===== src/rtl/toe_host_ctrl.sv =====
// TOE host controller: turns open/kill requests into command-register writes,
// polls the init engine's status register and returns one response per request.
module toe_host_ctrl #(
  parameter int POLL_LIMIT = 16
) (
  input  logic        clk,
  input  logic        reset,
  input  logic        req_valid,
  output logic        req_ready,
  input  logic        req_op,
  input  logic [3:0]  req_kill_id,
  input  logic [33:0] req_tuple,
  output logic        rsp_valid,
  input  logic        rsp_ready,
  output logic [3:0]  rsp_id,
  output logic [1:0]  rsp_status,
  output logic        chipselect,
  output logic        write,
  output logic        read,
  output logic        address,
  output logic [63:0] writedata,
  input  logic [31:0] readdata
);

  typedef enum logic [2:0] {
    IDLE    = 3'd0,
    WR_CMD  = 3'd1,
    WR_CLR  = 3'd2,
    RD_STAT = 3'd3,
    WAIT_RD = 3'd4,
    RESP    = 3'd5
  } state_t;

  localparam logic [7:0] POLL_LAST = 8'(POLL_LIMIT - 1);

  localparam logic [1:0] ST_OK      = 2'b00;
  localparam logic [1:0] ST_ERROR   = 2'b01;
  localparam logic [1:0] ST_TIMEOUT = 2'b10;

  state_t      state;
  state_t      state_nxt;
  logic [7:0]  poll_cnt;
  logic [7:0]  poll_cnt_nxt;
  logic        op_q;
  logic [3:0]  kill_id_q;
  logic        accept;

  logic        req_ready_nxt;
  logic        rsp_valid_nxt;
  logic [3:0]  rsp_id_nxt;
  logic [1:0]  rsp_status_nxt;
  logic        chipselect_nxt;
  logic        write_nxt;
  logic        read_nxt;
  logic        address_nxt;
  logic [63:0] writedata_nxt;

  // Status register fields; upper bits carry nothing for us
  logic [3:0]  stat_new_id;
  logic [1:0]  stat_done;
  logic [1:0]  stat_error;
  logic        unused_readdata;

  assign stat_new_id     = readdata[3:0];
  assign stat_done       = readdata[5:4];
  assign stat_error      = readdata[7:6];
  assign unused_readdata = ^readdata[31:8];

  assign accept = (state == IDLE) && req_valid;

  // Command word: new_request in [1:0], kill_request in [3:2], kill_id in [7:4],
  // tuple in [41:8]. The kill_id field is zeroed for opens.
  function automatic logic [63:0] cmd_word(input logic op, input logic [3:0] kid,
                                           input logic [33:0] tup);
    logic [1:0] new_req;
    logic [1:0] kill_req;
    logic [3:0] kid_f;
    new_req  = op ? 2'b00 : 2'b01;
    kill_req = op ? 2'b01 : 2'b00;
    kid_f    = op ? kid : 4'd0;
    return {22'd0, tup, kid_f, kill_req, new_req};
  endfunction

  // Request fields are loaded only on accept, so they need no reset
  always_ff @(posedge clk) begin
    if (accept) begin
      op_q      <= req_op;
      kill_id_q <= req_kill_id;
    end
  end

  // Next-state decode plus next value of every registered output
  always_comb begin
    state_nxt      = state;
    poll_cnt_nxt   = poll_cnt;
    rsp_id_nxt     = rsp_id;
    rsp_status_nxt = rsp_status;

    case (state)
      IDLE: begin
        if (req_valid) begin
          state_nxt    = WR_CMD;
          poll_cnt_nxt = 8'd0;
        end
      end
      WR_CMD:  state_nxt = WR_CLR;
      WR_CLR:  state_nxt = RD_STAT;
      RD_STAT: state_nxt = WAIT_RD;
      WAIT_RD: begin
        // Error wins over done when both are reported together
        if (stat_error != 2'b00) begin
          state_nxt      = RESP;
          rsp_status_nxt = ST_ERROR;
          rsp_id_nxt     = op_q ? kill_id_q : 4'd0;
        end else if (stat_done != 2'b00) begin
          state_nxt      = RESP;
          rsp_status_nxt = ST_OK;
          rsp_id_nxt     = op_q ? kill_id_q : stat_new_id;
        end else if (poll_cnt == POLL_LAST) begin
          state_nxt      = RESP;
          rsp_status_nxt = ST_TIMEOUT;
          rsp_id_nxt     = op_q ? kill_id_q : 4'd0;
        end else begin
          state_nxt    = RD_STAT;
          poll_cnt_nxt = poll_cnt + 8'd1;
        end
      end
      RESP: begin
        if (rsp_ready) begin
          state_nxt      = IDLE;
          rsp_id_nxt     = 4'd0;
          rsp_status_nxt = ST_OK;
        end
      end
      default: state_nxt = IDLE;
    endcase

    // Outputs are registered, so they are decoded from the state being entered
    req_ready_nxt  = (state_nxt == IDLE);
    rsp_valid_nxt  = (state_nxt == RESP);
    write_nxt      = (state_nxt == WR_CMD) || (state_nxt == WR_CLR);
    read_nxt       = (state_nxt == RD_STAT);
    chipselect_nxt = write_nxt || read_nxt;
    address_nxt    = read_nxt;
    writedata_nxt  = 64'd0;
    if (state_nxt == WR_CMD) begin
      writedata_nxt = cmd_word(req_op, req_kill_id, req_tuple);
    end
  end

  // State, poll counter and output registers
  always_ff @(posedge clk) begin
    if (!reset) begin
      state      <= IDLE;
      poll_cnt   <= 8'd0;
      req_ready  <= 1'b1;
      rsp_valid  <= 1'b0;
      rsp_id     <= 4'd0;
      rsp_status <= ST_OK;
      chipselect <= 1'b0;
      write      <= 1'b0;
      read       <= 1'b0;
      address    <= 1'b0;
      writedata  <= 64'd0;
    end else begin
      state      <= state_nxt;
      poll_cnt   <= poll_cnt_nxt;
      req_ready  <= req_ready_nxt;
      rsp_valid  <= rsp_valid_nxt;
      rsp_id     <= rsp_id_nxt;
      rsp_status <= rsp_status_nxt;
      chipselect <= chipselect_nxt;
      write      <= write_nxt;
      read       <= read_nxt;
      address    <= address_nxt;
      writedata  <= writedata_nxt;
    end
  end

endmodule

===== config.mk =====
export PLATFORM = sky130hd
export DESIGN_NAME = toe_host_ctrl
export DESIGN_NICKNAME = d
export VERILOG_FILES = /design/src/rtl/toe_host_ctrl.sv
export SDC_FILE = /design/constraint.sdc
export NUM_CORES = 1
export LEC_CHECK = 0
export BUFFER_PORTS_ARGS = -buffer_cell sky130_fd_sc_hd__buf_4
export CAP_MARGIN = 40
export CORE_UTILIZATION = 43
export DETAILED_ROUTE_END_ITERATION = 16
export MAX_ROUTING_LAYER = met4
export PLACE_DENSITY = 0.79
export SLEW_MARGIN = 20
export SYNTH_ARGS = -nofsm -noshare
export SYNTH_HDL_FRONTEND = slang
export SYNTH_SLANG_ARGS = --single-unit

===== constraint.sdc =====
create_clock -name clk -period 2.1 [get_ports clk]
set_input_delay 0 -clock clk [delete_from_list [all_inputs] [get_ports clk]]
set_output_delay 0 -clock clk [all_outputs]
set_load 0.01 [all_outputs]

==> results of run 1 <==
==> timing repair <==
item,4_1_cts,5_1_grt
hold buffers,41,0
hold endpoints to repair,46,0
gates resized for setup,0,0
==> state kept, by name, summed over array words and instances, names as in the netlist <==
| signal | flops |
|---|---|
| rsp_status | 2 |
| address | 1 |
| req_ready | 1 |
| writedata | 40 |
| poll_cnt | 8 |
| rsp_valid | 1 |
| kill_id_q | 4 |
| rsp_id | 4 |
| chipselect | 1 |
| state | 3 |
| op_q | 1 |
| write | 1 |
==> cells in the mapped netlist (all sizes together) <==
cell     n  share of area [%]
nor3     2               0.39
o31a     1               0.34
or4      8                2.5
nand4    2               0.48
o211ai   2               0.58
a21boi   3               0.87
a32o     4                1.5
conb     1               0.15
o21a     2               0.63
o311a    1               0.39
ha       1               0.48
nor4     1               0.48
and2     4               0.97
dfxtp   62                 48
inv      3               0.44
nand3    5               0.97
clkbuf   8                1.2
nand2b   4               0.97
buf     31                9.1
o21ai   11                2.3
nor3b    1               0.48
o31ai    4                1.2
or2      1               0.24
nor2     9                1.6
nor4b    2               0.92
nor2b    4               0.97
a22oi    1               0.48
or3      2               0.48
mux2i    5                1.9
a21oi    9                2.2
edfxtp   5                5.8
and3    37                9.0
nand2   14                2.0
==> final cells by class <==
class,instances,area (µm²)
Inverter,3,11.3
Timing Repair Buffer,147,1210
Tap cell,72,90.1
Clock buffer,12,145
Fill cell,445,1750
Multi-Input combinational cell,164,1010
Sequential cell,67,1390
Clock inverter,3,40.0
==> power by group through the flow <==
stage | clock network (mW) | registers, mW | logic, mW
finish | 1.02 | 1.38 | 0.397
global route | 1.11 | 1.38 | 0.432
CTS | 1.04 | 1.38 | 0.393
detailed placement | 0 | 1.41 | 0.330
global placement | 0 | 1.40 | 0.325
floorplan | 0 | 1.42 | 0.182
==> cell families (layout without fill, tap and decap cells) <==
logic type | count (synthesis) | count (layout) | synth area share (%)
flip-flops | 67 | 67 | 53.8
other | 1 | 24 | 0.145
AO/OA/AOI/OAI | 38 | 38 | 10.5
AND/OR/NAND/NOR | 96 | 96 | 22.4
buffers and inverters | 42 | 165 | 10.7
multiplexers | 5 | 5 | 1.94
adder cells (fa/ha/maj) | 1 | 1 | 0.484
==> routing by layer <==
layer / up-vias / part of all wire [%]
li1: 1115 / -
met1: 1081 / 38
met2: 92 / 54
met3: 14 / 5.9
met4: 0 / 2.0
met5: - / 0
==> worst max-delay path, delay by kind of cell, from the launching register on <==
family	cells	cell delay, ns
DFF	1	0.54
AOI/OAI and AO/OA	1	0.15
and+or+nand+nor	3	1.15
==> how the worst max path moves through the flow <==
stage,from,to,depth (start not counted)
final,state[2]$_SDFF_PN0_,poll_cnt[5]$_SDFFE_PN0P_,4
after global routing,state[2]$_SDFF_PN0_,poll_cnt[4]$_SDFFE_PN0P_,4
after CTS,state[2]$_SDFF_PN0_,poll_cnt[2]$_SDFFE_PN0P_,4
after detailed placement,state[2]$_SDFF_PN0_,poll_cnt[2]$_SDFFE_PN0P_,4
after global placement,state[2]$_SDFF_PN0_,poll_cnt[3]$_SDFFE_PN0P_,4
after floorplan,poll_cnt[4]$_SDFFE_PN0P_,state[1]$_SDFF_PN0_,5
==> placed cells by master (no fill, tap or decap), types with 2 or more instances in the layout <==
| cell type | synthesis | routed |
|---|---|---|
| nand2b_1 | 4 | 4 |
| edfxtp_1 | 5 | 5 |
| nand2_1 | 14 | 14 |
| inv_1 | 3 | 3 |
| nor2_1 | 8 | 8 |
| o211ai_1 | 2 | 2 |
| and2_1 | 4 | 4 |
| conb_1 | 1 | 24 |
| and3_1 | 37 | 37 |
| a21boi_1 | 2 | 2 |
| mux2i_1 | 5 | 5 |
| nor3_1 | 2 | 2 |
| clkinv_2 | 0 | 2 |
| a21oi_1 | 8 | 8 |
| o21ai_0 | 8 | 8 |
| nor2b_1 | 4 | 4 |
| dlygate4sd3_1 | 0 | 41 |
| o31ai_1 | 4 | 4 |
| o21ai_1 | 2 | 2 |
| or3_1 | 2 | 2 |
| nand4_1 | 2 | 2 |
| a32o_1 | 4 | 4 |
| dfxtp_1 | 62 | 62 |
| nor4b_2 | 1 | 2 |
| clkbuf_1 | 8 | 2 |
| nand3_1 | 5 | 5 |
| clkbuf_8 | 0 | 10 |
| buf_4 | 27 | 106 |
| or4_1 | 7 | 7 |
==> impl_metrics.toml, run 1 <==
[run_status]
status = "complete, no violations"

[timing]
tightest_slew_ns = 0.560
fin_crit_ns = 1.91
final-hold-violation-count = 0
rsz0062_at_grt = "false"
post-route-period-util_pct = 90.8
finClkSkew_ns = 0.00594
maxSlewViolCount = 0
timing.final.ws_setup_ns = 0.193
max_freq_mhz = 524
hold_ws_ns = 0.00841
relSlewSlack_pct = 62.3
setup-violations-final = 0
tns_ns = 0

[clocking]
cts_tree = "yes"
clock_latency_ns = 0.34
cts_sinks = 67
cts_buffers = 9
htreeDepth = 3
root_buffer = "clkbuf_8"
postCtsSetupRepairBufs = 0
cts_buffer_depth = 2
path_clk_slew_ns = 0.07

[power_and_ir_drop]
power.total_mw = 2.80
p_seq_share_pct = 49.2
p_sw_mw = 0.664
leakagePower_nw = 1.83
combPwrFrac_pct = 14.2
ir_worst_vdd_v = 0.000410
p_int_mw = 2.14
p_clk_share_pct = 36.6
cellPowerDensity_nw_per_um2 = 719
swShare_pct = 23.7

[job]
drv_cap = 0

[final_layout]
diodes = 0
fin_cells = 468
fin_nets = 468
final_cell_area_um2 = 3890
layout-drive-gt1-share_pct = 32.8
area_growth_pct = 50.7
post-route-util_pct = 69.0

[routing]
drcViolationCount = 0
wl_um = 6390
wl_per_cell_um = 13.7
avgViaCountPerCell = 4.92
dr_total_vias = 2302
drtIter0Drc = 148
dr.pass1.iters = 4
ant_nets = 0

[yosys]
ys_seq_area_share_pct = 53.8
yosysWarnings = 0
syn-cell-area_um2 = 2580
synth_cell_types = 43
syn_inst = 250
synth.avg_cell_area_um2 = 10.3
ys_seq_elements = 67

[die]
fp.dieW_um = 79.5
dieArea_um2 = 6320
start_util_pct = 45.8
die_h_um = 79.5
rows = 27
core_area_um2 = 5640
boundaryPins = 151

[worst_hold_path]
hp-class = "input pin to flip-flop"
hold_path_startpoint = "rsp_ready"
hold_end = "req_ready$_SDFF_PN1_"
hold_depth = 3

[critical_path]
r2r_start = "state[2]$_SDFF_PN0_"
required_ns = 2.36
worstSetupPathType = "flip-flop to flip-flop"
path_cells = "nor2b_1 > nand2_1 > or4_1 > a21oi_1"
crit_arrival_ns = 2.17
start_kind = "flip-flop"
crit_path_end_kind = "flip-flop"
r2r_end = "poll_cnt[5]$_SDFFE_PN0P_"
ff2ff_path_depth = 4
cp_slowest_cell = "or4_1"
worstPathMaxFanout = 13
slowest_delay_ns = 0.59
r2r_slack_ns = 0.19

[placed_design]
gp_congestion = 0.805
placed_cells = 412
io_buffers = 102
pre_cts_slack_ns = 0.255
placed_cell_area_um2 = 3300
dp_hpwl_um = 4040

[grt]
grt_pass1_vias = 2191
grt_use_met1_pct = 23.3
use_met3_pct = 5.71
met2_usage_pct = 37.1
gr-usage-all-layers_pct = 21.7
grt_pass1_wl_um = 10100
grt_max_degree = 40
antenna_found_initial = 0
overflow = 0
gr-max-usage-layer = "met2"
Power figures use the tool's default switching activity.
==> run 2, diff against run 1 <==
--- a/config.mk
+++ b/config.mk
@@ -7,10 +7,10 @@
 export LEC_CHECK = 0
 export BUFFER_PORTS_ARGS = -buffer_cell sky130_fd_sc_hd__buf_4
 export CAP_MARGIN = 40
-export CORE_UTILIZATION = 43
+export CORE_UTILIZATION = 35
 export DETAILED_ROUTE_END_ITERATION = 16
 export MAX_ROUTING_LAYER = met4
-export PLACE_DENSITY = 0.79
+export PLACE_DENSITY = 0.69
 export SLEW_MARGIN = 20
 export SYNTH_ARGS = -nofsm -noshare
 export SYNTH_HDL_FRONTEND = slang
==> constraint.sdc (replaced) <==
create_clock -name clk -period 1.61 [get_ports clk]
set_input_delay 0 -clock clk [delete_from_list [all_inputs] [get_ports clk]]
set_output_delay 0 -clock clk [all_outputs]
set_load 0.01 [all_outputs]
==> run 2 against run 1 <==
Compared with the run above:
- total power up 27%
- clock skew barely moved
- the flow now finishes with violations (setup timing)
- clock power increased by 16%
- routed wire length increased by 6.7%
- sequential cell count did not move
- die area increased by 22%
- critical path depth grew 1
==> impl_metrics.toml, run 2 (synthesis results as in run 1) <==
[placed_design]
io_buffers = 102
placed_cells = 460
pre_cts_slack_ns = -0.0390
dp_hpwl_um = 4520
gp_congestion = 0.838
placed_cell_area_um2 = 3510

[final_layout]
reg_top3 = "writedata x40, poll_cnt x8"
area_growth_pct = 61.3
final_cell_mix = "131 x buf_4, 60 x dfxtp_1, 41 x dlygate4sd3_1"
nFillCells = 586
fin_nets = 495
fin_cells = 519
multiInputGateArea_um2 = 1060
top_register = "writedata"
largest_register_ffs = 40
final_common_cell = "buf_4"
ff_latch_area_um2 = 1390
final_cell_area_um2 = 4170
layout-drive-gt1-share_pct = 38.5
diodes = 0

[die]
rows = 30
boundaryPins = 151
die_h_um = 87.9
dieArea_um2 = 7730
core_area_um2 = 6940
fp.dieW_um = 87.9
start_util_pct = 37.2

[routing]
dr_total_vias = 2358
wl_um = 6820
drtIter0Drc = 57
ant_nets = 0
avgViaCountPerCell = 4.54
wl_per_cell_um = 13.1
dr.pass1.iters = 4
drcViolationCount = 0

[clocking]
cts_tree = "yes"
clock_latency_ns = 0.33
htreeDepth = 3
path_clk_slew_ns = 0.06
root_buffer = "clkbuf_8"
cts_sinks = 67
cts_buffer_depth = 2
cts_buffers = 9

[critical_path]
r2r_start = "poll_cnt[7]$_SDFFE_PN0P_"
critPathLaunch = "poll_cnt[7]$_SDFFE_PN0P_"
worstPathMaxFanout = 6
crit_path_end_kind = "flip-flop"
required_ns = 1.86
crit_buf_inv = 1
r2r_end = "poll_cnt[5]$_SDFFE_PN0P_"
crit_arrival_ns = 1.88
slowest_delay_ns = 0.56
start_kind = "flip-flop"
cp_slowest_cell = "or4_4"
r2r_slack_ns = -0.02
ff2ff_path_depth = 5
path_cells = "or4_4 > o21ai_4 > buf_4 > o31ai_1 > a21oi_1"
path_delay_family = "simple AND/OR/NAND/NOR gates"
worstSetupPathType = "flip-flop to flip-flop"

[grt]
grt_pass1_vias = 2328
overflow = 0
gr-usage-all-layers_pct = 18.4
grt_pass1_wl_um = 10600
grt_max_degree = 32
antenna_found_initial = 0

[power_and_ir_drop]
cellPowerDensity_nw_per_um2 = 853
leakagePower_nw = 1.95
ir_worst_vdd_v = 0.000651

[timing]
maxSlewViolCount = 0
post-route-period-util_pct = 101
rsz0062_at_grt = "true"
timing.final.ws_setup_ns = -0.0206
fin_crit_ns = 1.63
hold_ws_ns = 0.0178
setup-violations-final = 2
tns_ns = -0.0265
finClkSkew_ns = 0.00588
max_freq_mhz = 613
final-hold-violation-count = 0

[run_status]
status = "finished with violations"
violations = "setup timing"

[worst_hold_path]
hold_path_startpoint = "readdata[6]"
hp-class = "input pin to flip-flop"
hold_end = "rsp_status[0]$_SDFFE_PN0P_"
hold_depth = 3

[job]
drv_cap = 0
-- run 2: per-layer routing --
metal | up-vias | routed length [µm] | GRT usage, %
met2 | 79 | 3740 | 32.7
met3 | 12 | 299 | 4.15
met1 | 1099 | 2660 | 19.3
met5 | - | 0 | -
li1 | 1168 | - | -
met4 | 0 | 118 | 8.64
-- run 2: final cells by class --
type / instances / share of cell area [%]
Timing Repair Buffer: 174 / 34.0
Clock inverter: 2 / 0.300
Tap cell: 96 / 2.88
Sequential cell: 67 / 33.5
Clock buffer: 13 / 3.57
Multi-Input combinational cell: 164 / 25.5
Inverter: 3 / 0.270
-- run 2: worst min-delay path, cell delays in order --
cell and delay (ns):
buf_4 0.10, o21ai_0 0.08, mux2i_1 0.13
-- run 2: repair_timing --
action                     4_1_cts  5_1_grt
buffers inserted                 2        1
hold buffers                    41        0
hold endpoints to repair        46        0
gates resized for setup          5        8
pin swaps                        2        3
setup endpoints to repair       11       45
gates cloned                     0        0
-- run 2: power breakdown --
part / switching (mW) / internal [mW] / leakage (nW)
registers: 0.0361 / 1.76 / 0.553
logic: 0.256 / 0.324 / 1.32
clock network: 0.592 / 0.592 / 0.0795
-- run 2: stage by stage --
| step | util [%] | power, mW |
|---|---|---|
| 2_1_floorplan | - | 2.08 |
| 3_3_place_gp | 50.6 | 2.29 |
| 3_5_place_dp | 50.6 | 2.30 |
| 4_1_cts | 59.4 | 3.57 |
| 5_1_grt | 60.0 | 3.70 |
| 6_report | 60.0 | 3.55 |
-- run 2: worst max-delay path by stage --
stage	end	slack (ns)	depth (start not counted)
CTS	rsp_id[3]$_SDFFE_PN0P_	-0.009	4
floorplan	state[1]$_SDFF_PN0_	0.004	5
finish	poll_cnt[5]$_SDFFE_PN0P_	-0.02	5
global route	poll_cnt[5]$_SDFFE_PN0P_	-0.07	5
detailed placement	poll_cnt[4]$_SDFFE_PN0P_	-0.04	5
global placement	state[1]$_SDFF_PN0_	0.002	4
